[src/rtl/mem_arb_pkg.sv]
// Shared definitions for the instruction/data memory arbiter: response tags and default widths.
package mem_arb_pkg;

    localparam int DEF_ADDR_W = 16;
    localparam int DEF_DATA_W = 32;

    typedef enum logic [2:0] {
        TAG_NONE  = 3'd0,
        TAG_IF    = 3'd1,
        TAG_D_LD  = 3'd2,
        TAG_D_ST  = 3'd3,
        TAG_D_ERR = 3'd4
    } rsp_tag_e;

endpackage

[src/rtl/mem_arbiter.sv]
// Two-port (fetch/data) arbiter onto one shared memory; one access per cycle, response one cycle after grant.
// Fixed data priority with fetch starvation guard by default; MEM_ARB_RR_EN swaps in round-robin.
module mem_arbiter
    import mem_arb_pkg::*;
#(
    parameter int ADDR_W       = DEF_ADDR_W,
    parameter int DATA_W       = DEF_DATA_W,
    parameter int STARVE_LIMIT = 4
) (
    input  logic              clk,
    input  logic              rst,
    input  logic              if_req,
    input  logic [ADDR_W-1:0] if_addr,
    output logic              if_gnt,
    output logic              if_rvalid,
    output logic [DATA_W-1:0] if_rdata,
    input  logic              d_req,
    input  logic              d_we,
    input  logic [ADDR_W-1:0] d_addr,
    input  logic [DATA_W-1:0] d_wdata,
    output logic              d_gnt,
    output logic              d_rvalid,
    output logic [DATA_W-1:0] d_rdata,
    output logic              d_err,
    output logic              mem_ren,
    output logic              mem_wen,
    output logic [ADDR_W-1:0] mem_raddr,
    output logic [ADDR_W-1:0] mem_waddr,
    output logic [DATA_W-1:0] mem_wdata,
    input  logic [DATA_W-1:0] mem_rdata
);

    logic     pick_if;
    logic     pick_d;
    logic     d_mis;
    rsp_tag_e tag_q, tag_d;
    logic [DATA_W-1:0] rdata_q, rdata_d;

`ifdef MEM_ARB_RR_EN
    // last_if_q=1 means fetch won most recently, so data wins the next conflict.
    logic last_if_q, last_if_d;

    always_comb begin
        pick_if   = if_req && (!d_req || !last_if_q);
        pick_d    = d_req && !pick_if;
        last_if_d = last_if_q;
        if (if_gnt) begin
            last_if_d = 1'b1;
        end else if (d_gnt) begin
            last_if_d = 1'b0;
        end
    end

    always_ff @(posedge clk) begin
        if (rst) begin
            last_if_q <= 1'b1;
        end else begin
            last_if_q <= last_if_d;
        end
    end
`else
    localparam int CNT_W = (STARVE_LIMIT < 1) ? 1 : $clog2(STARVE_LIMIT + 1);

    logic [CNT_W-1:0] starve_q, starve_d;
    logic             starved;

    assign starved = (starve_q == CNT_W'(STARVE_LIMIT));

    always_comb begin
        pick_if  = if_req && (!d_req || starved);
        pick_d   = d_req && !pick_if;
        starve_d = '0;
        if (if_req && !if_gnt) begin
            starve_d = starved ? starve_q : starve_q + 1'b1;
        end
    end

    always_ff @(posedge clk) begin
        if (rst) begin
            starve_q <= '0;
        end else begin
            starve_q <= starve_d;
        end
    end
`endif

    // Grants are suppressed while reset is held so nothing reaches memory.
    assign if_gnt = pick_if && !rst;
    assign d_gnt  = pick_d && !rst;
    assign d_mis  = (d_addr[1:0] != 2'b00);

    always_comb begin
        mem_ren   = 1'b0;
        mem_wen   = 1'b0;
        mem_raddr = '0;
        mem_waddr = '0;
        mem_wdata = '0;
        tag_d     = TAG_NONE;
        if (if_gnt) begin
            mem_ren   = 1'b1;
            mem_raddr = if_addr;
            tag_d     = TAG_IF;
        end else if (d_gnt) begin
            if (d_mis) begin
                tag_d = TAG_D_ERR;
            end else if (d_we) begin
                mem_wen   = 1'b1;
                mem_waddr = d_addr;
                mem_wdata = d_wdata;
                tag_d     = TAG_D_ST;
            end else begin
                mem_ren   = 1'b1;
                mem_raddr = d_addr;
                tag_d     = TAG_D_LD;
            end
        end
        rdata_d = (tag_d == TAG_IF || tag_d == TAG_D_LD) ? mem_rdata : '0;
    end

    always_ff @(posedge clk) begin
        if (rst) begin
            tag_q   <= TAG_NONE;
            rdata_q <= '0;
        end else begin
            tag_q   <= tag_d;
            rdata_q <= rdata_d;
        end
    end

    // A response still in the register when reset arrives is masked, not delivered.
    assign if_rvalid = !rst && (tag_q == TAG_IF);
    assign d_rvalid  = !rst && (tag_q == TAG_D_LD || tag_q == TAG_D_ST || tag_q == TAG_D_ERR);
    assign d_err     = !rst && (tag_q == TAG_D_ERR);
    assign if_rdata  = (!rst && tag_q == TAG_IF)   ? rdata_q : '0;
    assign d_rdata   = (!rst && tag_q == TAG_D_LD) ? rdata_q : '0;

endmodule

[config.mk]
export PLATFORM = sky130hd
export DESIGN_NAME = mem_arbiter
export DESIGN_NICKNAME = d
export VERILOG_FILES = /design/src/rtl/mem_arb_pkg.sv /design/src/rtl/mem_arbiter.sv
export SDC_FILE = /design/constraint.sdc
export NUM_CORES = 1
export LEC_CHECK = 0
export ABC_CLOCK_PERIOD_IN_PS = 3500
export CAP_MARGIN = 15
export CORE_AREA = 2 2 93 95
export CTS_CLUSTER_DIAMETER = 100
export DETAILED_ROUTE_END_ITERATION = 10
export DIE_AREA = 0 0 95 97
export PLACE_DENSITY = 0.75
export SLEW_MARGIN = 40
export SYNTH_ARGS = -nofsm -noshare
export SYNTH_HDL_FRONTEND = slang
export SYNTH_SLANG_ARGS = --single-unit
[constraint.sdc]
create_clock -name clk -period 3.5 [get_ports clk]
set_clock_uncertainty 0.05 [all_clocks]
set_input_delay 0.875 -clock clk [delete_from_list [all_inputs] [get_ports clk]]
set_output_delay 0.875 -clock clk [all_outputs]
set_load 0.01 [all_outputs]
==> results.py, run 1 <==
metrics = {
    "sta": {
        "min_period_ns": 3.44,
        "timing.final.ws_setup_ns": 0.0580,
        "fmax_mhz": 291,
        "grt_setup_unrepaired": "yes",
        "post-route-period-util_pct": 98.3,
        "report.final.slew_viol_count": 0,
        "setup_viol": 0,
        "hold_viol_final": 0,
        "tns_ns": 0,
        "whs_ns": 0.496,
    },
    "logic_synthesis": {
        "synth_area_sq_um": 2110,
        "yosys.area.top_type_share_pct": 42.6,
        "ys_types": 28,
        "synth_edf_count": 0,
        "synth_cells": 245,
        "synthArstFlopShare_pct": 0,
        "yosysWarningCount": 0,
        "synthTopCellsByCount": "144 x and2_1, 38 x dfxtp_1, 14 x a22o_1, 7 x clkbuf_1, 6 x nor2_1",
        "synthFlopType": "dfxtp_1",
        "synth_most_common_cell": "and2_1",
        "yosysSeqAreaShare_pct": 36.0,
        "ys_ff_latch": 38,
        "synth.top_cells.by_area": "and2_1 43%, dfxtp_1 36%, a22o_1 5.8%, buf_4 1.4%, o32ai_4 1.3%",
        "synth_top_area_cell": "and2_1",
        "avgSynthCellArea_sq_um": 8.63,
    },
    "cells_and_area": {
        "final_layout_size_suffix_gt1_share_pct": 16.0,
        "insertedDiodeCount": 0,
        "fin_area_sq_um": 4780,
        "syn_to_final_growth_pct": 126,
        "post-route-util_pct": 58.7,
        "nets": 601,
        "nFillCells": 742,
    },
    "placed_design": {
        "place_area_sq_um": 4630,
        "port_buffers": 233,
        "place_hpwl_um": 6870,
        "place_ws_ns": -0.490,
        "gp_congestion": 0.862,
    },
    "drt": {
        "drtPass1Iterations": 4,
        "viasPerCell": 4.29,
        "routedWlPerCell_um": 14.3,
        "vias": 2592,
        "routed_wl_um": 8630,
        "drt_iter0_drc": 37,
        "drc": 0,
        "ant_nets": 0,
    },
    "grt": {
        "first_global_vias": 2781,
        "grt_max_degree": 34,
        "grt_use_total_pct": 18.7,
        "grt_pass1_wl_um": 13500,
        "antenna_found_initial": 0,
        "grt_overflow": 0,
    },
    "critical_path": {
        "crit_end": "mem_wdata[12]",
        "r2r-end": "rdata_q[16]",
        "critPathKind": "primary input to primary output",
        "start_kind": "primary input",
        "reg2reg_setup_slack_ns": 1.53,
        "slowest_stage": "or4b_4",
        "endpoint_kind": "primary output",
        "crit_top_cell": "buf_6",
        "path_cells": "buf_6 -> or4b_4 -> nor3b_4 -> buf_6 -> buf_4 -> buf_16 -> and2_1 -> clkdlybuf4s15_1",
        "r2r_start": "starve_q[0]",
        "cp.arrival_ns": 2.52,
        "critPathRequiredTime_ns": 2.57,
        "max_stage_delay_ns": 0.55,
        "startpoint": "rst",
        "critPathMaxFanout": 6,
        "r2r_cells": 8,
    },
    "cts": {
        "htreeDepth": 2,
        "cts_buffers": 5,
        "holdBufCountCts": 0,
        "clk_root_buffer_cell": "clkbuf_8",
        "cts.clk_slew.worst_paths_ns": 0.07,
        "clockBufferDepth": 2,
        "clock-sinks": 38,
        "cts_tree": "done",
        "clock_latency_ns": 0.28,
    },
    "status": {
        "status": "completed",
    },
    "die": {
        "design.core.area_sq_um": 8130,
        "dieHeight_um": 97,
        "die_w_um": 95,
        "die-area_sq_um": 9220,
        "initial_core_util_pct": 26.0,
        "ios": 236,
        "rows": 33,
    },
    "power_and_ir_drop": {
        "max-vdd-ir-drop_mv": 0.171,
        "p_leak_nw": 2.08,
        "p_per_area_nw_per_um2": 204,
    },
    "job": {
        "maxCapViolCount": 0,
    },
    "worst_hold_path": {
        "hp-class": "flop to flop",
    },
}
## metal layers
metal / wire [um] / global-route usage (%) / part of all wire (%)
met5: 0 / 0 / 0
met3: 712 / 5.61 / 8.3
met1: 3250 / 20.2 / 38
met2: 4400 / 33.8 / 51
met4: 272 / 6.91 / 3.2
## worst min path at each step
stage,slack (ns),endpoint,cells after the start,start
final,0.50,starve_q[0],2,starve_q[0]
after global routing,0.53,starve_q[0],2,starve_q[0]
after CTS,0.50,starve_q[0],2,starve_q[0]
after detailed placement,0.47,starve_q[0],2,starve_q[0]
after global placement,0.46,starve_q[0],2,starve_q[0]
after floorplan,0.45,starve_q[0],2,starve_q[0]
## per-stage QoR
stage | instances | total power, W
global placement | 582 | 0.000676
detailed placement | 582 | 0.000680
global route | 604 | 0.00102
CTS | 607 | 0.000995
finish | 604 | 0.000974
floorplan | 246 | 0.000515
## repair_timing
action | 4_1_cts | 5_1_grt
resized for setup | 153 | 44
pin swaps | 2 | 2
setup buffers | 13 | 2
cloned | 4 | 0
setup endpoints to repair | 119 | 31
## flip-flops by register name, summed over array words and instances, names as in the netlist
register  cells
rdata_q      32
starve_q      3
tag_q         3
## cells in the final DEF (no fill, tap or decap), types with 2 or more instances in the layout
cell and n:
and2_1 142, dfxtp_1 38, nor2_1 6, dlygate4sd2_1 15
nand2b_1 2, inv_1 2, buf_4 21, clkdlybuf4s15_1 21
and3_1 2, buf_6 12, buf_2 14, conb_1 2
clkdlybuf4s15_2 2, clkbuf_2 10, ha_1 2, clkdlybuf4s50_1 165
a22o_1 14, and2_4 2, buf_16 2, clkbuf_8 6
nand2_1 2
## critical path, delay by kind of cell
family        cells  cell delay, ns
buf+inv           5            0.73
simple gates      3            0.90
## power by group
part           internal, W  switching [W]
sequential        0.000447     0.00000603
combinational     0.000149      0.0000644
clock             0.000158       0.000150
## area by class of cell
| cell class | instances | area [sq um] | area share [%] |
|---|---|---|---|
| Tap cell | 105 | 131 | 2.75 |
| Timing Repair Buffer | 263 | 2500 | 52.4 |
| Clock inverter | 2 | 12.5 | 0.262 |
| Inverter | 2 | 7.51 | 0.157 |
| Multi-Input combinational cell | 188 | 1280 | 26.8 |
| Clock buffer | 6 | 82.6 | 1.73 |
| Sequential cell | 38 | 761 | 15.9 |
## kinds of logic (layout without fill, tap and decap cells)
| logic type | count (synthesis) | in the layout | synth area share, % |
|---|---|---|---|
| other cells | 1 | 2 | 0.177 |
| mux | 1 | 1 | 0.474 |
| flops | 38 | 38 | 36.0 |
| simple gates | 165 | 165 | 48.8 |
| compound gates | 18 | 18 | 8.05 |
| fa+ha+maj | 2 | 2 | 1.18 |
| buf+inv | 20 | 273 | 5.27 |
No activity file was read; power rests on OpenSTA's default activity.
==> inputs of run 2 (changes only) <==
- CORE_AREA: 2 2 93 95 -> unset
- CORE_ASPECT_RATIO: unset -> 0.6
- CORE_UTILIZATION: unset -> 30
- DIE_AREA: 0 0 95 97 -> unset
- PLACE_DENSITY: 0.75 -> 0.86
==> run 2 against run 1 <==
  * Non-clock buffer count grew 7
  * Sequential share of layout area shrank 0.29 points
  * Flip-flop and latch count is the same
  * Worst hold slack gained 0.0046 ns
  * Sequential power is essentially flat
  * Routed wire length grew 18%
  * Setup slack lost 0.0044 ns
  * Largest cell class unchanged
==> results.py, run 2 (same netlist as run 1, synthesis figures left out) <==
metrics = {
    "status": {
        "status": "completed",
    },
    "drt": {
        "drt_iter0_drc": 121,
        "routedWlPerCell_um": 17.2,
        "viasPerCell": 4.56,
        "drtPass1Iterations": 4,
        "ant_nets": 0,
        "drc": 0,
        "vias": 2698,
        "routed_wl_um": 10200,
    },
    "critical_path": {
        "endpoint_kind": "primary output",
        "critPathMaxFanout": 10,
        "critPathRequiredTime_ns": 2.57,
        "start_kind": "primary input",
        "critPathKind": "primary input to primary output",
        "cp.arrival_ns": 2.52,
    },
    "grt": {
        "antenna_found_initial": 0,
        "grt_overflow": 0,
        "grt_max_degree": 33,
        "grt_use_total_pct": 27.5,
        "grt_pass1_wl_um": 14800,
        "first_global_vias": 2575,
    },
    "power_and_ir_drop": {
        "p_int_w": 0.000858,
        "p_per_area_nw_per_um2": 225,
        "p_seq_share_pct": 41.4,
        "p_comb_share_pct": 20.5,
        "switching_power_w": 0.000239,
        "p_clk_share_pct": 38.0,
        "swShare_pct": 21.8,
        "max-vdd-ir-drop_mv": 0.189,
        "p_leak_nw": 2.23,
    },
    "cts": {
        "holdBufCountCts": 0,
        "htreeDepth": 2,
        "clk_root_buffer_cell": "clkbuf_16",
        "cts.clk_slew.worst_paths_ns": 0.05,
        "cts_buffers": 5,
        "clock-sinks": 38,
        "clockBufferDepth": 2,
        "cts_tree": "done",
        "clock_latency_ns": 0.27,
    },
    "sta": {
        "timing.final.ws_setup_ns": 0.0535,
        "post-route-period-util_pct": 98.5,
        "hold_viol_final": 0,
        "whs_ns": 0.501,
        "report.final.slew_viol_count": 0,
        "grt_setup_unrepaired": "no",
        "fmax_mhz": 290,
        "min_period_ns": 3.45,
        "setup_viol": 0,
    },
    "placed_design": {
        "place_hpwl_um": 7790,
        "place_ws_ns": -0.543,
        "gp_congestion": 0.874,
        "port_buffers": 233,
    },
    "cells_and_area": {
        "nFillCells": 537,
        "largestRegisters": "rdata_q (32), starve_q (3), tag_q (3)",
        "multiInputGateArea_sq_um": 1300,
        "regArea_sq_um": 761,
        "top_register": "rdata_q",
        "syn_to_final_growth_pct": 130,
        "nets": 608,
        "layout_commonest_cell": "clkdlybuf4s50_1",
        "insertedDiodeCount": 0,
        "largest_register_ff_count": 32,
        "final_layout_size_suffix_gt1_share_pct": 20.8,
        "layout_common_cells": "165 x clkdlybuf4s50_1, 136 x and2_1, 38 x dfxtp_1",
    },
    "die": {
        "rows": 23,
        "initial_core_util_pct": 31.4,
        "dieHeight_um": 67.0,
        "ios": 236,
        "die-area_sq_um": 7390,
        "die_w_um": 110,
        "design.core.area_sq_um": 6730,
    },
    "job": {
        "maxCapViolCount": 0,
    },
    "worst_hold_path": {
        "hp-class": "flop to flop",
    },
}
[run 2: final cells by class]
cell class | instances | area share, %
repair buffers | 270 | 52.5
multi-input cells | 188 | 26.7
flip-flops and latches | 38 | 15.6
clock buffers | 5 | 2.57
well taps | 87 | 2.24
clock inverters | 2 | 0.206
inverters | 2 | 0.154
[run 2: worst max-delay path: stages]
cell and delay (ns):
buf_2 0.11, or4b_4 0.57, nor3b_4 0.24, buf_6 0.13, buf_8 0.12, buf_16 0.13, and2_1 0.12, clkdlybuf4s15_2 0.22
[run 2: path summary, 6_finish.rpt]
kind	start	slack [ns]	end	depth (start not counted)
max	d_addr[1]	0.05	mem_wdata[17]	8
min	starve_q[0]	0.50	starve_q[0]	2
max reg2reg	starve_q[0]	1.63	rdata_q[16]	7
min reg2reg	starve_q[0]	0.50	starve_q[0]	2
[run 2: power groups by stage]
stage | Combinational [W] | Clock (W) | Sequential (W)
4_1_cts | 0.000222 | 0.000428 | 0.000454
3_5_place_dp | 0.000219 | 0 | 0.000464
6_report | 0.000225 | 0.000417 | 0.000455
3_3_place_gp | 0.000215 | 0 | 0.000463
2_1_floorplan | 0.0000542 | 0 | 0.000461
5_1_grt | 0.000239 | 0.000452 | 0.000456
[run 2: metal layers]
| layer | GRT usage (%) | routed length, um |
|---|---|---|
| met5 | 0 | 0 |
| met4 | 6.41 | 160 |
| met3 | 8.02 | 736 |
| met2 | 46.0 | 4860 |
| met1 | 34.6 | 4420 |
[run 2: repair_timing]
item	in CTS	in global routing
setup endpoints to repair	131	17
setup buffers	12	3
gates resized for setup	216	8
cloned	5	0
pin swaps	5	2
hold endpoints to repair	0	0
[run 2: through the flow]
stage	instances	utilization (%)	TNS (ns)	total power, W	cell area, sq um
2_1_floorplan	246	-	0	0.000515	2120
3_3_place_gp	566	68.6	-37.45	0.000677	4620
3_5_place_dp	566	68.6	-38.19	0.000682	4620
4_1_cts	589	72.1	0	0.00110	4860
5_1_grt	592	72.3	0	0.00115	4870
6_report	592	72.3	0	0.00110	4870
==> inputs of run 3 (changes only) <==
- CORE_MARGIN: unset -> 2
==> run 3 against run 2 <==
  * Combinational power down 4%
  * Cell area down 5.1%
  * Sequential share of layout area grew 0.84 points
  * Register-to-register slack worse by 0.14 ns
  * Die area grew 4.9%
  * Worst hold slack gained 0.020 ns
  * Maximum frequency shrank 0.31%
  * Global-route usage is 2.7 points lower
  * Critical path depth did not move
  * Setup slack got worse by 0.011 ns
==> results.py, run 3 (same netlist as run 1, synthesis figures left out) <==
metrics = {
    "sta": {
        "report.final.slew_viol_count": 0,
        "fmax_mhz": 289,
        "hold_viol_final": 0,
        "post-route-period-util_pct": 98.8,
        "whs_ns": 0.521,
        "timing.final.ws_setup_ns": 0.0430,
        "min_period_ns": 3.46,
        "setup_viol": 0,
    },
    "cells_and_area": {
        "regArea_sq_um": 761,
        "nFillCells": 574,
        "largestRegisters": "rdata_q (32), starve_q (3), tag_q (3)",
        "multiInputGateArea_sq_um": 1280,
        "layout_commonest_cell": "clkdlybuf4s50_1",
        "final_layout_size_suffix_gt1_share_pct": 20.0,
        "syn_to_final_growth_pct": 119,
        "post-route-util_pct": 68.6,
        "insertedDiodeCount": 0,
        "largest_register_ff_count": 32,
        "final_cell_count_no_fill": 581,
        "nets": 596,
        "top_register": "rdata_q",
        "fin_area_sq_um": 4620,
        "layout_common_cells": "166 x clkdlybuf4s50_1, 144 x and2_1, 45 x clkbuf_2",
    },
    "critical_path": {
        "reg2reg_setup_slack_ns": 1.49,
        "startpoint": "d_addr[1]",
        "critPathKind": "primary input to primary output",
        "r2r-end": "rdata_q[12]",
        "path_cells": "dlygate4sd2_1 -> or4b_4 -> buf_6 -> nor3_4 -> buf_6 -> buf_6 -> a22o_1 -> clkdlybuf4s15_2",
        "endpoint_kind": "primary output",
        "r2r_start": "starve_q[0]",
        "slowest_stage": "or4b_4",
        "r2r_cells": 7,
        "cp.arrival_ns": 2.53,
        "critPathRequiredTime_ns": 2.57,
        "max_stage_delay_ns": 0.52,
        "crit_top_cell": "buf_6",
        "critPathMaxFanout": 6,
        "crit_end": "mem_raddr[15]",
        "start_kind": "primary input",
    },
    "cts": {
        "clock-sinks": 38,
        "holdBufCountCts": 0,
        "cts.clk_slew.worst_paths_ns": 0.05,
        "clockBufferDepth": 2,
        "htreeDepth": 2,
        "clk_root_buffer_cell": "clkbuf_16",
        "cts_buffers": 5,
        "cts_tree": "done",
        "clock_latency_ns": 0.27,
    },
    "placed_design": {
        "gp_congestion": 0.840,
        "place_hpwl_um": 8070,
        "place_ws_ns": -0.490,
        "dp.cells": 565,
        "port_buffers": 233,
        "place_area_sq_um": 4610,
    },
    "die": {
        "die_w_um": 112,
        "ios": 236,
        "dieHeight_um": 69.0,
        "initial_core_util_pct": 31.4,
        "die-area_sq_um": 7750,
        "design.core.area_sq_um": 6730,
        "rows": 23,
    },
    "drt": {
        "met2_wirelength_um": 4830,
        "routed_wl_um": 9860,
        "viasPerCell": 4.35,
        "drc": 0,
        "top_layer": "met4",
        "ant_nets": 0,
        "vias": 2527,
        "drtPass1Iterations": 4,
        "m1WireLength_um": 4360,
        "drt_iter0_drc": 98,
        "wl_met3_um": 525,
        "routedWlPerCell_um": 17.0,
    },
    "grt": {
        "antenna_found_initial": 0,
        "grt_use_total_pct": 24.8,
        "first_global_vias": 2651,
        "grt_pass1_wl_um": 14900,
        "grt_overflow": 0,
        "grt_max_degree": 33,
    },
    "status": {
        "status": "completed",
    },
    "power_and_ir_drop": {
        "p_leak_nw": 2.04,
        "max-vdd-ir-drop_mv": 0.206,
        "p_per_area_nw_per_um2": 242,
    },
    "worst_hold_path": {
        "holdCritStartpoint": "starve_q[2]",
        "hp-class": "flop to flop",
    },
    "job": {
        "maxCapViolCount": 0,
    },
}
[run 3: cell count changes in the layout (fill, tap and decap cells not counted), moves of 2 or more]
| cell | delta |
|---|---|
| dlymetal6s2s_1 | -2 |
| and2_4 | -8 |
| buf_4 | -13 |
| dlygate4sd2_1 | -16 |
| clkdlybuf4s15_1 | +3 |
| and2_1 | +8 |
| clkdlybuf4s15_2 | -4 |
| clkbuf_2 | +45 |
| buf_2 | -23 |
| buf_16 | -3 |
[run 3: worst min-delay path by stage]
| stage | end | slack (ns) | depth (start not counted) |
|---|---|---|---|
| 2_1_floorplan | starve_q[0] | 0.45 | 2 |
| 3_3_place_gp | starve_q[0] | 0.47 | 2 |
| 3_5_place_dp | starve_q[0] | 0.51 | 2 |
| 4_1_cts | starve_q[2] | 0.52 | 2 |
| 5_1_grt | starve_q[2] | 0.55 | 2 |
| 6_report | starve_q[2] | 0.52 | 2 |
[run 3: critical path, delay by kind of cell]
kind            cells  cell delay [ns]
simple gates        2             0.67
buf+inv             5             0.87
compound gates      1             0.12
[run 3: power breakdown]
group          total, W  internal [W]  leakage [nW]  switching [W]
clock          0.000444      0.000282        0.0739       0.000162
sequential     0.000455      0.000448         0.310     0.00000717
combinational  0.000217      0.000147          1.66      0.0000703
total           0.00112      0.000877          2.04       0.000239
[run 3: through the flow]
step	setup TNS, ns	power, W
3_3_place_gp	-37.80	0.000680
3_5_place_dp	-36.61	0.000684
6_report	0	0.00112
5_1_grt	-0.00329	0.00117
4_1_cts	0	0.00113
2_1_floorplan	0	0.000515
[run 3: metal layers]
layer | global-route usage [%] | vias up
met5 | 0 | -
met4 | 5.15 | 0
met1 | 31.8 | 1162
met3 | 5.19 | 12
met2 | 43.2 | 88
li1 | - | 1265
[run 3: what timing repair did]
| action | in CTS | in global routing |
|---|---|---|
| setup buffers | 6 | 0 |
| gates cloned | 2 | 0 |
| resized for setup | 133 | 82 |
| pin swaps | 5 | 3 |
| setup endpoints to repair | 121 | 66 |
[run 3: layout make-up]
cell class / count / share of cell area (%)
clock buffer: 7 / 3.09
clock inverter: 1 / 0.108
inverter: 2 / 0.163
multi-input combinational: 188 / 27.7
sequential: 38 / 16.5
tap: 87 / 2.36
timing repair buffer: 258 / 50.1
